**config.mk**
```make
export PLATFORM = sky130hd
export DESIGN_NAME = led_counter_ctrl
export DESIGN_NICKNAME = d
export VERILOG_FILES = /design/src/rtl/led_counter_ctrl.sv
export SDC_FILE = /design/constraint.sdc
export NUM_CORES = 1
export LEC_CHECK = 0
export ABC_AREA = 1
export BUFFER_PORTS_ARGS = -buffer_cell sky130_fd_sc_hd__buf_4
export CORE_UTILIZATION = 45
export CTS_CLUSTER_SIZE = 14
export DETAILED_ROUTE_END_ITERATION = 8
export GPL_ROUTABILITY_DRIVEN = 0
export GPL_TIMING_DRIVEN = 0
export PLACE_DENSITY = 0.73
export SLEW_MARGIN = 20
export SYNTH_ARGS = -nofsm -noshare
export SYNTH_HDL_FRONTEND = slang
export SYNTH_SLANG_ARGS = --single-unit
export TNS_END_PERCENT = 30
```
**constraint.sdc**
```tcl
create_clock -name clk -period 3.5 [get_ports clk]
set_input_delay 0.175 -clock clk [delete_from_list [all_inputs] [get_ports clk]]
set_output_delay 0.175 -clock clk [all_outputs]
set_load 0.03 [all_outputs]
```
**src/rtl/led_counter_ctrl.sv**
```systemverilog
// LED counter controller: button debounce, host command handshake, run/pause FSM
// and prescaled up/down stepping of the counter that drives the LEDs.
module led_counter_ctrl #(
  parameter int WIDTH           = 8,
  parameter int TICK_DIV        = 5000000,
  parameter int DEBOUNCE_CYCLES = 500000
) (
  input  logic             clk,
  input  logic             rst,
  input  logic             btn_raw,
  input  logic             cmd_valid,
  output logic             cmd_ready,
  input  logic [1:0]       cmd_op,
  input  logic [WIDTH-1:0] cmd_data,
  output logic [WIDTH-1:0] count,
  output logic [1:0]       state,
  output logic             wrap
);

  localparam int PW = $clog2(TICK_DIV);
  localparam int DW = $clog2(DEBOUNCE_CYCLES + 1);

  typedef enum logic [1:0] {
    S_IDLE   = 2'b00,
    S_UP     = 2'b01,
    S_DOWN   = 2'b10,
    S_PAUSED = 2'b11
  } state_t;

  typedef enum logic [1:0] {
    OP_STOP = 2'b00,
    OP_UP   = 2'b01,
    OP_DOWN = 2'b10,
    OP_LOAD = 2'b11
  } op_t;

  state_t           state_q, state_n;
  logic             dir_down_q, dir_down_n;
  logic [WIDTH-1:0] count_q, count_n;
  logic             wrap_q, wrap_n;
  logic [PW-1:0]    presc_q, presc_n;
  logic             ready_q;

  logic [1:0]       sync_q;
  logic [DW-1:0]    db_cnt_q;
  logic             db_level_q;
  logic             press_q;

  logic             db_done;
  logic             running;
  logic             tick;
  logic             accept;

  // Button path: two-flop synchronizer feeding a stability counter; only the
  // rising edge of the debounced level is turned into a press pulse.
  assign db_done = (sync_q[1] != db_level_q) && (db_cnt_q == DW'(DEBOUNCE_CYCLES - 1));

  always_ff @(posedge clk) begin
    if (rst) begin
      sync_q     <= '0;
      db_cnt_q   <= '0;
      db_level_q <= 1'b0;
      press_q    <= 1'b0;
    end else begin
      sync_q  <= {sync_q[0], btn_raw};
      press_q <= db_done && !db_level_q;
      if (sync_q[1] == db_level_q) begin
        db_cnt_q <= '0;
      end else if (db_done) begin
        db_level_q <= ~db_level_q;
        db_cnt_q   <= '0;
      end else begin
        db_cnt_q <= db_cnt_q + 1'b1;
      end
    end
  end

  assign running = (state_q == S_UP) || (state_q == S_DOWN);
  assign tick    = running && (presc_q == PW'(TICK_DIV - 1));
  assign accept  = cmd_valid && ready_q;

  always_ff @(posedge clk) begin
    if (rst) begin
      state_q    <= S_IDLE;
      dir_down_q <= 1'b0;
      count_q    <= '0;
      wrap_q     <= 1'b0;
      presc_q    <= '0;
      ready_q    <= 1'b0;
    end else begin
      state_q    <= state_n;
      dir_down_q <= dir_down_n;
      count_q    <= count_n;
      wrap_q     <= wrap_n;
      presc_q    <= presc_n;
      ready_q    <= 1'b1;
    end
  end

  // Priority: accepted command, then press, then tick. Lower-priority events
  // occurring in the same cycle are dropped, not deferred.
  always_comb begin
    state_n    = state_q;
    dir_down_n = dir_down_q;
    count_n    = count_q;
    wrap_n     = 1'b0;
    presc_n    = presc_q;

    if (running) begin
      presc_n = tick ? '0 : presc_q + 1'b1;
    end

    if (accept) begin
      unique case (op_t'(cmd_op))
        OP_STOP: begin
          state_n = S_IDLE;
          presc_n = presc_q;
        end
        OP_UP: begin
          state_n    = S_UP;
          dir_down_n = 1'b0;
          presc_n    = '0;
        end
        OP_DOWN: begin
          state_n    = S_DOWN;
          dir_down_n = 1'b1;
          presc_n    = '0;
        end
        OP_LOAD: begin
          count_n = cmd_data;
          presc_n = '0;
        end
        default: ;
      endcase
    end else if (press_q) begin
      unique case (state_q)
        S_IDLE: begin
          state_n    = S_UP;
          dir_down_n = 1'b0;
          presc_n    = '0;
        end
        S_UP, S_DOWN: begin
          state_n = S_PAUSED;
          presc_n = presc_q;
        end
        S_PAUSED: begin
          state_n = dir_down_q ? S_DOWN : S_UP;
          presc_n = '0;
        end
        default: ;
      endcase
    end else if (tick) begin
      if (state_q == S_UP) begin
        count_n = count_q + 1'b1;
        wrap_n  = (count_q == '1);
      end else begin
        count_n = count_q - 1'b1;
        wrap_n  = (count_q == '0);
      end
    end
  end

  assign cmd_ready = ready_q;
  assign count     = count_q;
  assign state     = state_q;
  assign wrap      = wrap_q;

endmodule

```
==> results of run 1 <==
==> registers in the layout, summed over array words and instances, names as in the netlist <==
signal	cells
press_q	1
count	8
sync_q	2
state	2
cmd_ready	1
dir_down_q	1
wrap	1
db_cnt_q	19
db_level_q	1
presc_q	23
==> logic make-up after synthesis <==
| group | count (synthesis) | share of synthesized area |
|---|---|---|
| adders and majority gates | 18 | 0.0641 |
| AOI/OAI and AO/OA | 46 | 0.0669 |
| and+or+nand+nor | 309 | 0.412 |
| DFF | 59 | 0.325 |
| xor gates and xnor gates | 18 | 0.0434 |
| buffers and inverters | 77 | 0.0882 |
==> Yosys cell counts (5+ instances only) <==
library cell / instances
dfxtp_1: 59
ha_1: 17
nor3_2: 5
inv_2: 5
xnor2_1: 8
nor2_4: 5
inv_1: 64
nor2_2: 11
nand2_1: 111
nand4_1: 13
or2_2: 6
xor2_1: 10
nor2_1: 81
nand2_2: 6
nand3_1: 41
o21ai_0: 13
nor3_1: 13
a21oi_1: 28
==> power by group through the flow <==
stage               logic [mW]  clock network (mW)  registers (mW)
floorplan                0.139                   0           0.716
global placement         0.203                   0           0.708
detailed placement       0.208                   0           0.708
CTS                      0.210               0.831           0.693
global route             0.237               0.868           0.694
finish                   0.210               0.812           0.693
==> critical path, stage by stage (launching register included) <==
cell,delay (ns)
dfxtp_1,0.36
inv_1,0.10
ha_1,0.24
inv_1,0.26
ha_1,0.36
nand2_1,0.09
inv_1,0.05
nand2_1,0.05
nand2_1,0.06
or2_2,0.27
nand3_1,0.07
nand2_1,0.05
nor2_1,0.10
nor2_1,0.05
==> worst paths after layout <==
| check | startpoint | endpoint |
|---|---|---|
| setup reg to reg | state[1] | count[4] |
| hold / removal | btn_raw | sync_q[0] |
| setup / recovery | state[1] | count[4] |
| hold reg to reg | sync_q[0] | sync_q[1] |
==> per-stage QoR <==
| stage | cell area (um^2) | hold slack, ns | worst slack, ns | util |
|---|---|---|---|---|
| 2_1_floorplan | 3630 | 0.253 | 1.30 | - |
| 6_report | 4200 | 0.0467 | 1.29 | 0.541 |
| 3_3_place_gp | 3950 | 0.390 | 1.38 | 0.508 |
| 3_5_place_dp | 3950 | 0.392 | 1.32 | 0.508 |
| 5_1_grt | 4200 | 0.0465 | 1.09 | 0.541 |
| 4_1_cts | 4200 | 0.0287 | 1.31 | 0.541 |
==> cell usage in the layout, fill, tap and decap left out, types with 13 or more instances in the layout <==
cell       n
dfxtp_1   59
ha_1      17
inv_1     64
nor2_1    81
buf_4     25
nor3_1    13
nand2_1  111
o21ai_0   13
nand4_1   13
nand3_1   41
a21oi_1   28
==> area by class of cell <==
cell class / count / area [um^2]
inverters: 69 / 259
clock buffers: 11 / 131
plain buffers: 8 / 61.3
clock inverters: 5 / 125
well taps: 102 / 128
repair buffers: 25 / 188
fillers: 759 / 3560
multi-input cells: 391 / 2130
flip-flops and latches: 59 / 1180
==> routing by layer <==
layer	routed length [um]	global-route usage
met5	0	0
met4	127	0.0781
met3	418	0.0531
met2	3970	0.375
met1	3690	0.257
==> results.json, run 1 <==
{
  "viasPerCell": 5.08,
  "start_util": 0.467,
  "peakVddDrop_mv": 0.231,
  "setup_violations": 0,
  "synthDistinctLibCells": 34,
  "cts_made_buffers": 9,
  "synth_area_leaders": "dfxtp_1 (33%), nand2_1 (11%), nor2_1 (8.4%), inv_1 (6.6%), ha_1 (5.9%)",
  "crit_path_end_kind": "flip-flop",
  "clkPwrFrac": 0.474,
  "synth_fp_nets": 559,
  "ys_ff_latch": 59,
  "fp.dieW_um": 91.8,
  "worstPathArrival_ns": 2.44,
  "wl_per_cell_um": 12.3,
  "fmax_ghz": 0.453,
  "grt_pass1_vias": 3245,
  "startpoint_type": "flip-flop",
  "yosysWarnings": 0,
  "tns_ns": 0,
  "vias": 3401,
  "dpl.cell_count": 654,
  "die_h_um": 91.8,
  "period_minus_slack_ns": 2.21,
  "fin_crit_sh": 0.631,
  "grt_usage": 0.215,
  "worst_pin_slew_ns": 0.575,
  "final_nets": 595,
  "synth_seq_area_share": 0.325,
  "syn_inst": 527,
  "netlist_area_mm2": 0.00363,
  "cts_setup_buffers": 0,
  "ios": 26,
  "clock_latency_ns": 0.34,
  "syn_area_per_cell_um2": 6.89,
  "comb_power_share": 0.122,
  "crit_fanout": 8,
  "grt_pass1_wl_um": 14500,
  "yosys.area.top_type": "dfxtp_1",
  "cts_tree": "yes",
  "regToRegSetupSlack_ns": 1.29,
  "routed_wl_um": 8210,
  "clockBufferDepth": 2,
  "pwr-share-seq": 0.404,
  "antenna_found_initial": 0,
  "layout-drive-gt1-share": 0.164,
  "power_density_mw_per_mm2": 408,
  "power.share.switching": 0.239,
  "dpl.hpwl_um": 6140,
  "n_antenna_cell": 0,
  "synth_top_area_frac": 0.325,
  "coreArea_mm2": 0.00777,
  "critPathRequiredTime_ns": 3.73,
  "slew-limit-headroom": 0.617,
  "htreeDepth": 3,
  "hold_buffers": 0,
  "root_buffer": "clkbuf_8",
  "maxSlewViolCount": 0,
  "rsz0062_at_grt": "false",
  "firstDrtPassIters": 5,
  "path_clk_slew_ns": 0.07,
  "p_sw_uw": 409,
  "drc_errors": 0,
  "drtIter0Drc": 173,
  "p_total_mw": 1.72,
  "crit_type": "reg -> reg",
  "reg2reg_depth": 13,
  "hold_path_class": "in -> reg",
  "grt_max_degree": 11,
  "area_delta_synth_final_pct": 15.7,
  "final_antenna_net_count": 0,
  "maxCapViolCount": 0,
  "synth_async_sr_flop_share": 0,
  "overflow": 0,
  "ys.flop_type": "dfxtp_1",
  "dieArea_mm2": 0.00843,
  "port_buffers": 25,
  "p_int_mw": 1.31,
  "synth_edf_count": 0,
  "clock_skew_ns": 0.00887,
  "outcome": "completed",
  "fp-row-count": 32,
  "min_path_cells": 3,
  "clock-sinks": 59,
  "fin_cells": 670,
  "p_leak_nw": 1.66,
  "hold_violations": 0,
  "ctsResizeCount": 0
}
Power figures use the tool's default switching activity.
==> run 2, diff against run 1 <==
==> constraint.sdc (replaced) <==
create_clock -name clk -period 2.2 [get_ports clk]
set_input_delay 0.11 -clock clk [delete_from_list [all_inputs] [get_ports clk]]
set_output_delay 0.11 -clock clk [all_outputs]
set_load 0.03 [all_outputs]
==> run 2 against run 1 <==
  * Largest power group unchanged
  * Final area is 0.86% higher
  * Combinational power up 62%
  * Utilization grew 0.47 points
  * Clock skew is essentially flat
  * Sequential power increased by 59%
==> results.json, run 2 (same netlist as run 1, synthesis figures left out) <==
{
  "fp-row-count": 32,
  "root_buffer": "clkbuf_8",
  "maxSlewViolCount": 0,
  "slew-limit-headroom": 0.625,
  "hold_violations": 0,
  "clock-sinks": 59,
  "critPathMaxStageDelay_ns": 0.46,
  "cp_common_cell": "nand2_1",
  "hold_path_class": "in -> reg",
  "crit_path_end_kind": "flip-flop",
  "placed_area_mm2": 0.00395,
  "regToRegSetupSlack_ns": 0.15,
  "area_delta_synth_final_pct": 16.7,
  "p_total_mw": 2.74,
  "n_antenna_cell": 0,
  "fmax_ghz": 0.487,
  "critPathRequiredTime_ns": 2.44,
  "fin_crit_sh": 0.933,
  "largest_reg_flops": 23,
  "period_minus_slack_ns": 2.05,
  "htreeDepth": 3,
  "dpl.hpwl_um": 6140,
  "crit_chain": "inv_1, ha_2, inv_2, fa_1, nand2_1, nand2_1, or2_2, nand3_1, nand2_1, nor2_1, nor2_1",
  "maxCapViolCount": 0,
  "tns_ns": 0,
  "crit_fanout": 8,
  "firstDrtPassIters": 5,
  "grt_usage": 0.216,
  "cts_tree": "yes",
  "reg2reg_depth": 11,
  "cts_setup_buffers": 0,
  "die_h_um": 91.8,
  "cts_made_buffers": 9,
  "crit_type": "reg -> reg",
  "rr_endpoint": "count[4]",
  "grt_pass1_vias": 3247,
  "power_density_mw_per_mm2": 646,
  "final_antenna_net_count": 0,
  "setup_violations": 0,
  "fillers": 755,
  "final_nets": 597,
  "clock_skew_ns": 0.00868,
  "startpoint_type": "flip-flop",
  "crit_buf_inv": 2,
  "min_path_cells": 5,
  "layout-drive-gt1-share": 0.170,
  "start_util": 0.467,
  "outcome": "completed",
  "layout_commonest_cell": "nand2_1",
  "vias": 3440,
  "ios": 26,
  "design_area_mm2": 0.00424,
  "p_leak_nw": 1.67,
  "wl_per_cell_um": 12.3,
  "routed_wl_um": 8250,
  "dieArea_mm2": 0.00843,
  "overflow": 0,
  "finish.utilization": 0.546,
  "antenna_found_initial": 0,
  "coreArea_mm2": 0.00777,
  "cp_slowest_cell": "fa_1",
  "grt_max_degree": 11,
  "viasPerCell": 5.12,
  "min_to": "count[1]",
  "crit_family": "simple AND/OR/NAND/NOR gates",
  "drtIter0Drc": 153,
  "path_clk_slew_ns": 0.07,
  "worst_pin_slew_ns": 0.563,
  "final_cell_mix": "nand2_1 (111), nor2_1 (81), inv_1 (63), dfxtp_1 (59), nand3_1 (40)",
  "port_buffers": 25,
  "clockBufferDepth": 2,
  "largest_register": "presc_q",
  "grt_pass1_wl_um": 14500,
  "r2r-start": "state[1]",
  "clock_latency_ns": 0.34,
  "peakVddDrop_mv": 0.370,
  "drc_errors": 0,
  "fp.dieW_um": 91.8,
  "worstPathArrival_ns": 2.29,
  "hold_start": "cmd_data[1]",
  "rsz0062_at_grt": "true"
}
[run 2: timing repair]
item / in CTS / in global routing
endpoints found under the setup margin: 0 / 8
resized for setup: 0 / 5
endpoints found under the hold margin: 2 / 0
hold buffers: 2 / 0
[run 2: final cells by class]
class                   count  area, um^2  share of cell area
repair buffers             27         208              0.0490
inverters                  69         259              0.0611
clock buffers              11         131              0.0310
clock inverters             5         125              0.0295
well taps                 102         128              0.0301
flip-flops and latches     59        1180               0.279
multi-input cells         391        2150               0.506
plain buffers               8        61.3              0.0145
[run 2: how the worst max path moves through the flow]
stage	endpoint	from	cells past startpoint
floorplan	count[4]	state[1]	13
global placement	count[4]	state[1]	13
detailed placement	count[4]	state[1]	13
CTS	count[4]	state[1]	13
global route	presc_q[12]	state[1]	12
finish	count[4]	state[1]	11
[run 2: power by group]
part | internal, mW | switching [mW] | total (mW)
clock network | 0.866 | 0.429 | 1.30
logic | 0.130 | 0.210 | 0.340
registers | 1.09 | 0.0178 | 1.10
[run 2: metrics by stage]
step,std cells,worst slack [ns],hold WS [ns]
floorplan,527,0.00443,0.188
global placement,654,0.0767,0.325
detailed placement,654,0.0218,0.327
CTS,672,0.0117,0.0729
global route,672,-0.0254,0.111
finish,672,0.147,0.0848
[run 2: worst reg2reg max path, delay by kind of cell, from the launching register on]
kind	cells	cell delay, ns
buffers and inverters	2	0.22
DFF	1	0.33
adders and majority gates	2	0.69
and+or+nand+nor	7	0.70
[run 2: routing by layer]
metal,track usage,wire length (um)
met2,0.375,4030
met4,0.0781,125
met3,0.0531,372
met5,0,0
met1,0.258,3720
